==> src/rtl/rr_arbiter_if.sv <==
// Request/grant bundle between N bus masters and the round-robin arbiter.
// The lock signal exists only when ARB_LOCK_EN is defined.
interface rr_arbiter_if #(
  parameter int N = 4
) ();
  localparam int IDX_W = $clog2(N);

  logic [N-1:0]     req;
  logic [N-1:0]     grant;
  logic             grant_valid;
  logic [IDX_W-1:0] grant_idx;
`ifdef ARB_LOCK_EN
  logic             lock;
`endif

  modport master (
    output req,
`ifdef ARB_LOCK_EN
    output lock,
`endif
    input  grant,
    input  grant_valid,
    input  grant_idx
  );

  modport slave (
    input  req,
`ifdef ARB_LOCK_EN
    input  lock,
`endif
    output grant,
    output grant_valid,
    output grant_idx
  );
endinterface

==> src/rtl/rr_arbiter.sv <==
// N-way round-robin arbiter: registered one-hot grant, tenure capped at MAX_HOLD
// cycles while others wait. Define ARB_LOCK_EN to add a lock input that extends tenure.
module rr_arbiter #(
  parameter int N        = 4,
  parameter int MAX_HOLD = 8
) (
  input  logic         clk,
  input  logic         res_n,
  rr_arbiter_if.slave  bus
);
  localparam int IDX_W = $clog2(N);
  // Sized so that MAX_HOLD=1 still yields a legal 1-bit counter.
  localparam int HC_W  = $clog2(MAX_HOLD + 1);

  typedef enum logic {IDLE, GRANT} state_t;

  state_t           state_q, state_d;
  logic [N-1:0]     grant_q, grant_d;
  logic [IDX_W-1:0] grant_idx_q, grant_idx_d;
  logic [IDX_W-1:0] ptr_q, ptr_d;
  logic [HC_W-1:0]  hold_cnt_q, hold_cnt_d;

  logic [N-1:0]     others;
  logic [IDX_W:0]   pick_res;
  logic             win_found;
  logic [IDX_W-1:0] win_idx;
  logic             holder_req;
  logic             at_limit;
  logic             lock_hold;
  logic             new_grant;

  // First set bit of vec searching start, start+1, ... with wrap; returns {found, idx}.
  function automatic logic [IDX_W:0] pick(input logic [N-1:0] vec,
                                          input logic [IDX_W-1:0] start);
    logic             found;
    logic [IDX_W-1:0] idx;
    int               j;
    found = 1'b0;
    idx   = '0;
    for (int k = 0; k < N; k++) begin
      j = (int'(start) + k) % N;
      if (!found && vec[j]) begin
        found = 1'b1;
        idx   = IDX_W'(j);
      end
    end
    return {found, idx};
  endfunction

  // The holder never competes against itself; in IDLE grant_q is zero so this is just req.
  assign others    = bus.req & ~grant_q;
  assign pick_res  = pick(others, ptr_q);
  assign win_found = pick_res[IDX_W];
  assign win_idx   = pick_res[IDX_W-1:0];

  assign holder_req = bus.req[grant_idx_q];
  assign at_limit   = (hold_cnt_q == HC_W'(MAX_HOLD - 1));
`ifdef ARB_LOCK_EN
  assign lock_hold  = bus.lock;
`else
  assign lock_hold  = 1'b0;
`endif

  always_comb begin
    state_d     = state_q;
    grant_d     = grant_q;
    grant_idx_d = grant_idx_q;
    ptr_d       = ptr_q;
    hold_cnt_d  = hold_cnt_q;
    new_grant   = 1'b0;

    case (state_q)
      IDLE: begin
        if (win_found) new_grant = 1'b1;
      end
      GRANT: begin
        if (!holder_req) begin
          if (win_found) begin
            new_grant = 1'b1;
          end else begin
            state_d     = IDLE;
            grant_d     = '0;
            grant_idx_d = '0;
          end
        end else if (!at_limit) begin
          hold_cnt_d = hold_cnt_q + HC_W'(1);
        end else if (win_found && !lock_hold) begin
          new_grant = 1'b1;
        end
      end
      default: begin
        state_d = IDLE;
        grant_d = '0;
      end
    endcase

    if (new_grant) begin
      state_d     = GRANT;
      grant_d     = N'(1) << win_idx;
      grant_idx_d = win_idx;
      ptr_d       = (win_idx == IDX_W'(N - 1)) ? '0 : win_idx + IDX_W'(1);
      hold_cnt_d  = '0;
    end
  end

  always_ff @(posedge clk or negedge res_n) begin
    if (!res_n) begin
      state_q     <= IDLE;
      grant_q     <= '0;
      grant_idx_q <= '0;
      ptr_q       <= '0;
      hold_cnt_q  <= '0;
    end else begin
      state_q     <= state_d;
      grant_q     <= grant_d;
      grant_idx_q <= grant_idx_d;
      ptr_q       <= ptr_d;
      hold_cnt_q  <= hold_cnt_d;
    end
  end

  assign bus.grant       = grant_q;
  assign bus.grant_valid = (state_q == GRANT);
  assign bus.grant_idx   = grant_idx_q;
endmodule

==> src/flat_wrapper.sv <==
// flat-port wrapper written by rule: the top's interface ports become plain ports
module rr_arbiter_flat 
#(
  parameter int N        = 4,
  parameter int MAX_HOLD = 8
)
  (clk, res_n, bus_req, bus_grant, bus_grant_valid, bus_grant_idx);
  rr_arbiter_if #(.N(N)) bus_i ();
  input  logic clk;
  input  logic res_n;
  input wire logic [$bits(bus_i.req)-1:0] bus_req;
  output wire logic [$bits(bus_i.grant)-1:0] bus_grant;
  output wire logic [$bits(bus_i.grant_valid)-1:0] bus_grant_valid;
  output wire logic [$bits(bus_i.grant_idx)-1:0] bus_grant_idx;
  assign bus_i.req = bus_req;
  assign bus_grant = bus_i.grant;
  assign bus_grant_valid = bus_i.grant_valid;
  assign bus_grant_idx = bus_i.grant_idx;
  rr_arbiter #(.N(N), .MAX_HOLD(MAX_HOLD)) u_core (.clk(clk), .res_n(res_n), .bus(bus_i));
endmodule
==> config.mk <==
export PLATFORM = sky130hd
export DESIGN_NAME = rr_arbiter_flat
export DESIGN_NICKNAME = d
export VERILOG_FILES = /design/src/rtl/rr_arbiter_if.sv /design/src/rtl/rr_arbiter.sv /design/src/flat_wrapper.sv
export SDC_FILE = /design/constraint.sdc
export NUM_CORES = 1
export LEC_CHECK = 0
export CORE_MARGIN = 2
export CORE_UTILIZATION = 45
export CTS_CLUSTER_DIAMETER = 40
export DETAILED_ROUTE_END_ITERATION = 16
export HOLD_SLACK_MARGIN = 0.02
export PLACE_DENSITY = 0.65
export SETUP_SLACK_MARGIN = 0.1
export SYNTH_ARGS = -nofsm -noshare
export SYNTH_HDL_FRONTEND = slang
export SYNTH_SLANG_ARGS = --single-unit
==> constraint.sdc <==
create_clock -name clk -period 2.2 [get_ports clk]
set_input_delay 0.66 -clock clk [delete_from_list [all_inputs] [get_ports clk]]
set_output_delay 0.66 -clock clk [all_outputs]
set_load 0.01 [all_outputs]
==> results of run 1 <==
## cells in the mapped netlist
| cell type | n | share of area, % |
|---|---|---|
| a211oi_1 | 1 | 0.87 |
| a21boi_0 | 1 | 0.87 |
| a21oi_1 | 2 | 1.2 |
| a22o_2 | 1 | 1.2 |
| a22oi_1 | 1 | 0.87 |
| a22oi_4 | 1 | 2.5 |
| a31o_1 | 1 | 1.0 |
| a31o_2 | 3 | 3.0 |
| a31oi_1 | 2 | 1.5 |
| a32o_1 | 1 | 1.2 |
| and2_2 | 1 | 0.87 |
| and2b_1 | 1 | 0.87 |
| and3_1 | 1 | 0.73 |
| and4_1 | 1 | 1.0 |
| buf_2 | 1 | 0.58 |
| buf_4 | 1 | 0.87 |
| buf_6 | 1 | 1.3 |
| dfrtp_1 | 13 | 38 |
| ha_1 | 5 | 7.3 |
| inv_1 | 6 | 2.6 |
| mux2_2 | 2 | 2.6 |
| mux2_4 | 2 | 3.5 |
| mux2i_1 | 3 | 3.5 |
| nand2_1 | 3 | 1.3 |
| nand2b_1 | 4 | 2.9 |
| nand3_1 | 7 | 4.1 |
| nand3b_1 | 1 | 0.87 |
| nand4_1 | 1 | 0.73 |
| nor2b_1 | 1 | 0.73 |
| nor3_1 | 1 | 0.58 |
| nor3b_1 | 1 | 0.87 |
| o211a_1 | 3 | 3.5 |
| o211ai_1 | 2 | 1.7 |
| o21a_1 | 1 | 0.87 |
| o21ai_0 | 3 | 1.7 |
| o21ai_2 | 1 | 1.0 |
| o22ai_1 | 1 | 0.73 |
| or4_1 | 1 | 0.87 |
## power breakdown
group / total (mW) / internal, mW / switching [mW]
combinational: 0.938 / 0.517 / 0.421
clock: 0.151 / 0.0676 / 0.0838
sequential: 0.445 / 0.336 / 0.110
total: 1.54 / 0.921 / 0.615
## repair_timing
| action | in CTS | in global routing |
|---|---|---|
| cloned | 0 | 0 |
| resized for setup | 9 | 3 |
| buffers inserted | 2 | 0 |
| endpoints found under the setup margin | 5 | 5 |
| pin swaps | 3 | 2 |
## logic make-up (layout without fill, tap and decap cells)
group           after synthesis  count (layout)  share of synthesized area [%]
fa+ha+maj                     5               5                          7.257
buf+inv                       9              39                          5.370
simple gates                 24              24                          16.40
flops                        13              13                          37.74
mux                           7               7                          9.579
compound gates               25              25                          23.66
## cell type report
| class | count | area [µm²] |
|---|---|---|
| Fill cell | 142 | 569.3 |
| Multi-Input combinational cell | 61 | 541.8 |
| Sequential cell | 13 | 325.3 |
| Timing Repair Buffer | 29 | 246.5 |
| Tap cell | 25 | 31.28 |
| Clock buffer | 3 | 22.52 |
| Inverter | 6 | 22.52 |
| Clock inverter | 1 | 5.005 |
## layer usage
metal	vias to the layer above	GRT usage, %	routed length, µm
met2	18	30.40	910
met1	353	27.76	962
met4	0	8.108	33
met5	-	0	0
met3	6	2.642	71
li1	372	-	-
## per-stage QoR
stage	instance area [µm²]	setup TNS, ns	total power, mW
after floorplan	867.1	0	0.9920
after global placement	1107	-1.662	1.303
after detailed placement	1107	-1.787	1.322
after CTS	1180	0	1.534
after global routing	1195	0	1.650
final	1195	0	1.535
## sequential cells by signal (all words and copies together), names as in the netlist
name and flops:
u_core.hold_cnt_q 4, u_core.bus.grant_valid 1, u_core.ptr_q 2, u_core.bus.grant 4
u_core.bus.grant_idx 2
## cells in the final DEF, fill, tap and decap left out, types with 2 or more instances in the layout
cell	instances
mux2_2	2
dfrtp_1	13
dlygate4sd2_1	3
nand2b_1	3
o211a_1	3
o211ai_1	2
mux2_4	2
clkbuf_4	3
nand3_1	7
ha_1	5
nand2_1	3
a31o_2	3
o21ai_0	3
buf_4	17
a21oi_1	2
inv_1	6
mux2i_1	3
clkdlybuf4s50_1	8
## worst paths after layout
kind	slack (ns)	startpoint	to	depth (start not counted)
worst min-delay path	0.55	u_core.hold_cnt_q[0]$_DFFE_PN0P_	u_core.hold_cnt_q[0]$_DFFE_PN0P_	1
worst max register to register	0.40	u_core.hold_cnt_q[0]$_DFFE_PN0P_	u_core.ptr_q[1]$_DFFE_PN0P_	4
worst min register to register	0.55	u_core.hold_cnt_q[0]$_DFFE_PN0P_	u_core.hold_cnt_q[0]$_DFFE_PN0P_	1
min in group asynchronous	0.74	res_n	u_core.hold_cnt_q[2]$_DFFE_PN0P_	1
max in group asynchronous	1.07	res_n	u_core.ptr_q[0]$_DFFE_PN0P_	1
worst max-delay path	0.21	u_core.bus.grant[1]$_DFFE_PN0P_	bus_grant[1]	1
==> results.cfg, run 1 <==
[run_status]
status = complete, no violations

[flow_run]
cap_violations = 0

[critical_path]
setup.worst_path.class = flip-flop to output port
critPathLaunchType = flip-flop
crit_arrival_ns = 1.33
endpoint_kind = output port
path_delay_family = buffers and inverters
critPathMaxStageDelay_ns = 0.59
cp_slowest_cell = clkdlybuf4s50_1
worstPathMaxFanout = 4
cp_cell_sequence = clkdlybuf4s50_1
cp.required_ns = 1.54
path_buf_inv = 1

[floorplan]
start_util_pct = 48.87
die_h_um = 47.77
core_um2 = 1764
dieWidth_um = 47.77
ios = 13
rows = 15
die-area_um2 = 2282

[yosys]
yosys.cell_types.count = 38
synth.yosys.seq_area_share_pct = 37.74
synth_nets = 94
netlist_area_um2 = 862.1
syn_inst = 83
yosysWarnings = 0
synth_seq_cells = 13
syn_avg_cell_area_um2 = 10.39

[route]
wire_per_inst_um = 14.33
viasPerCell = 5.428
ant_nets = 0
drc = 0
drtIter0Drc = 5
firstDrtPassIters = 4
wl_um = 1978
vias = 749

[clock_network]
cts_tree = built
clkTransAtPathRegs_ns = 0.08
clk_latency_ns = 0.28
ctsHoldBuffers = 0
clock_path_buffers = 2
clock-sinks = 13
cts_buffers = 3
htreeDepth = 1
root_buffer = clkbuf_4

[global_route]
grtUsageTotal_pct = 19.69
grt_remaining_overflow = 0
grt_max_degree = 14
grt_first_pass_wirelength_um = 3042
antenna_found_initial = 0
grt_pass1_vias = 676

[finish]
nets = 125
fin_cells = 138
diodes = 0
drive_above_1_share_pct = 34.51
final_util_pct = 67.73
syn2layout_area_growth_pct = 38.61

[pwr]
powerDensity_nw_per_um2 = 1285
peakVddDrop_mv = 0.6953
p_leak_nw = 0.5896

[sta]
final-hold-violation-count = 0
fin_worst_skew_ns = 0.006132
finalCriticalPeriod_ns = 1.991
max-slew-margin-rel_pct = 60.68
timing.final.crit_share_pct = 90.50
max_freq_mhz = 502.3
setup_ws_ns = 0.2090
maxSlewViolCount = 0
rsz0062_at_grt = no
finalSetupViolCount = 0
hold_slack_ns = 0.5524
worstMarginPinSlew_ns = 0.5880

[place]
dpl.hpwl_um = 1505
port_buffers = 12
routabilityCongestion = 0.8893
dp.cells = 132
dpl_worst_slack_ns = -0.3218

[worst_hold_path]
hold_path_class = flip-flop to flip-flop
Note: power is estimated with default switching activity, not from simulation.
==> inputs of run 2 (changes only) <==
--- a/config.mk
+++ b/config.mk
@@ -10,6 +10,7 @@
 export CTS_CLUSTER_DIAMETER = 40
 export DETAILED_ROUTE_END_ITERATION = 16
 export HOLD_SLACK_MARGIN = 0.02
+export MAX_ROUTING_LAYER = met4
 export PLACE_DENSITY = 0.65
 export SETUP_SLACK_MARGIN = 0.1
 export SYNTH_ARGS = -nofsm -noshare
==> run 2 against run 1 <==
Net effect:
- worst setup slack got worse by 0.00086 ns
- final cell count unchanged
- clock skew is essentially flat
- design area stayed put
- non-clock buffer count unchanged
- register-to-register slack hardly changed
- core utilization did not move
- die area unchanged
- worst hold slack stayed put
- clock power hardly changed
- critical path type unchanged
- critical endpoint unchanged
- largest cell class unchanged
==> results.cfg, run 2 (synthesis gave the netlist of run 1 again) <==
[floorplan]
die-area_um2 = 2282
core_um2 = 1764
rows = 15
die_h_um = 47.77
ios = 13
dieWidth_um = 47.77
start_util_pct = 48.87

[clock_network]
ctsHoldBuffers = 0
root_buffer = clkbuf_4
clock-sinks = 13
cts_tree = built
clk_latency_ns = 0.29
cts_buffers = 3
htreeDepth = 1
clock_path_buffers = 2
clkTransAtPathRegs_ns = 0.08

[pwr]
power.total_mw = 1.535
p_leak_nw = 0.5896
p_clk_share_pct = 9.9
peakVddDrop_mv = 0.6958
p_int_uw = 920.6
powerDensity_nw_per_um2 = 1285
p_sw_share_pct = 40.04
seq_power_share_pct = 29.0
power_frac_comb_pct = 61.1
power_switching_uw = 614.7

[sta]
timing.final.crit_share_pct = 90.54
finalSetupViolCount = 0
totalNegativeSetupSlack_ns = 0
hold_slack_ns = 0.5524
maxSlewViolCount = 0
max_freq_mhz = 502.1
final-hold-violation-count = 0
max-slew-margin-rel_pct = 60.63
fin_worst_skew_ns = 0.005741
worstMarginPinSlew_ns = 0.5887
rsz0062_at_grt = no
finalCriticalPeriod_ns = 1.992

[route]
vias = 748
drc = 0
ant_nets = 0
wire_per_inst_um = 14.32
viasPerCell = 5.420
wl_um = 1976
drtIter0Drc = 5
firstDrtPassIters = 4

[worst_hold_path]
hold_depth = 1
hold_path_class = flip-flop to flip-flop
hold_path_end = u_core.hold_cnt_q[0]$_DFFE_PN0P_
worstHoldStart = u_core.hold_cnt_q[0]$_DFFE_PN0P_

[finish]
layout_commonest_cell = buf_4
nFillCells = 142
diodes = 0
final_area_um2 = 1195
nets = 125
final_util_pct = 67.73
drive_above_1_share_pct = 34.51
final_cell_mix = buf_4, dfrtp_1, clkdlybuf4s50_1, nand3_1, inv_1
syn2layout_area_growth_pct = 38.61

[global_route]
grt_max_degree = 14
grt_first_pass_wirelength_um = 3042
antenna_found_initial = 0
grt_remaining_overflow = 0
grt_pass1_vias = 676
grtUsageTotal_pct = 20.40

[run_status]
status = complete, no violations

[critical_path]
path_buf_inv = 1
r2r-end = u_core.ptr_q[1]$_DFFE_PN0P_
critPathMaxStageDelay_ns = 0.59
path_delay_family = buffers and inverters
r2r-start = u_core.hold_cnt_q[0]$_DFFE_PN0P_
setup.worst_path.class = flip-flop to output port
endpoint_kind = output port
cp.required_ns = 1.54
cp_slowest_cell = clkdlybuf4s50_1
r2r_slack_ns = 0.40
crit_arrival_ns = 1.33
cp_cell_sequence = clkdlybuf4s50_1
reg2reg_depth = 4
critPathLaunchType = flip-flop
worstPathMaxFanout = 4

[place]
dpl.hpwl_um = 1505
port_buffers = 12
routabilityCongestion = 0.9042
dpl_cell_area_um2 = 1107

[flow_run]
cap_violations = 0
-- run 2: cell counts in the layout (fill, tap and decap cells not counted) --
No cell type changed its count.
-- run 2: through the flow --
stage / std cells / setup slack [ns]
2_1_floorplan: 83 / 0.2145
3_3_place_gp: 132 / -0.2845
3_5_place_dp: 132 / -0.3218
4_1_cts: 138 / 0.08819
5_1_grt: 138 / 0.1671
6_report: 138 / 0.2082
-- run 2: power groups by stage --
stage / Combinational (mW) / Clock (mW) / Sequential, mW
after global placement: 0.867 / 0 / 0.435
after global routing: 1.03 / 0.164 / 0.456
final: 0.939 / 0.152 / 0.445
after detailed placement: 0.881 / 0 / 0.441
after CTS: 0.938 / 0.156 / 0.441
after floorplan: 0.553 / 0 / 0.439
-- run 2: worst max path at each step --
stage	from	endpoint	slack (ns)	depth (start not counted)
floorplan	bus_req[1]	u_core.bus.grant[2]$_DFFE_PN0P_	0.21	7
global placement	bus_req[1]	u_core.ptr_q[1]$_DFFE_PN0P_	-0.28	8
detailed placement	bus_req[1]	u_core.bus.grant[2]$_DFFE_PN0P_	-0.32	8
CTS	bus_req[3]	u_core.bus.grant[2]$_DFFE_PN0P_	0.09	8
global route	bus_req[1]	u_core.bus.grant[1]$_DFFE_PN0P_	0.17	9
finish	u_core.bus.grant[1]$_DFFE_PN0P_	bus_grant[1]	0.21	1
-- run 2: what timing repair did --
action / CTS / global route
setup endpoints to repair: 5 / 5
gates cloned: 0 / 0
buffers inserted: 2 / 0
resized for setup: 9 / 3
pin swaps: 3 / 2
-- run 2: layout make-up --
| type | instances | area [µm²] | area share [%] |
|---|---|---|---|
| Tap cell | 25 | 31.28 | 2.618 |
| Inverter | 6 | 22.52 | 1.885 |
| Clock inverter | 1 | 5.005 | 0.4188 |
| Sequential cell | 13 | 325.3 | 27.23 |
| Multi-Input combinational cell | 61 | 541.8 | 45.34 |
| Clock buffer | 3 | 22.52 | 1.885 |
| Timing Repair Buffer | 29 | 246.5 | 20.63 |
-- run 2: routing by layer --
layer | wire length (µm) | global-route usage (%) | share of wire [%] | up-vias
met4 | 33 | 8.108 | 1.7 | 0
li1 | - | - | - | 373
met5 | 0 | - | 0 | -
met1 | 978 | 28.47 | 49 | 351
met3 | 65 | 2.264 | 3.3 | 6
met2 | 899 | 30.13 | 45 | 18
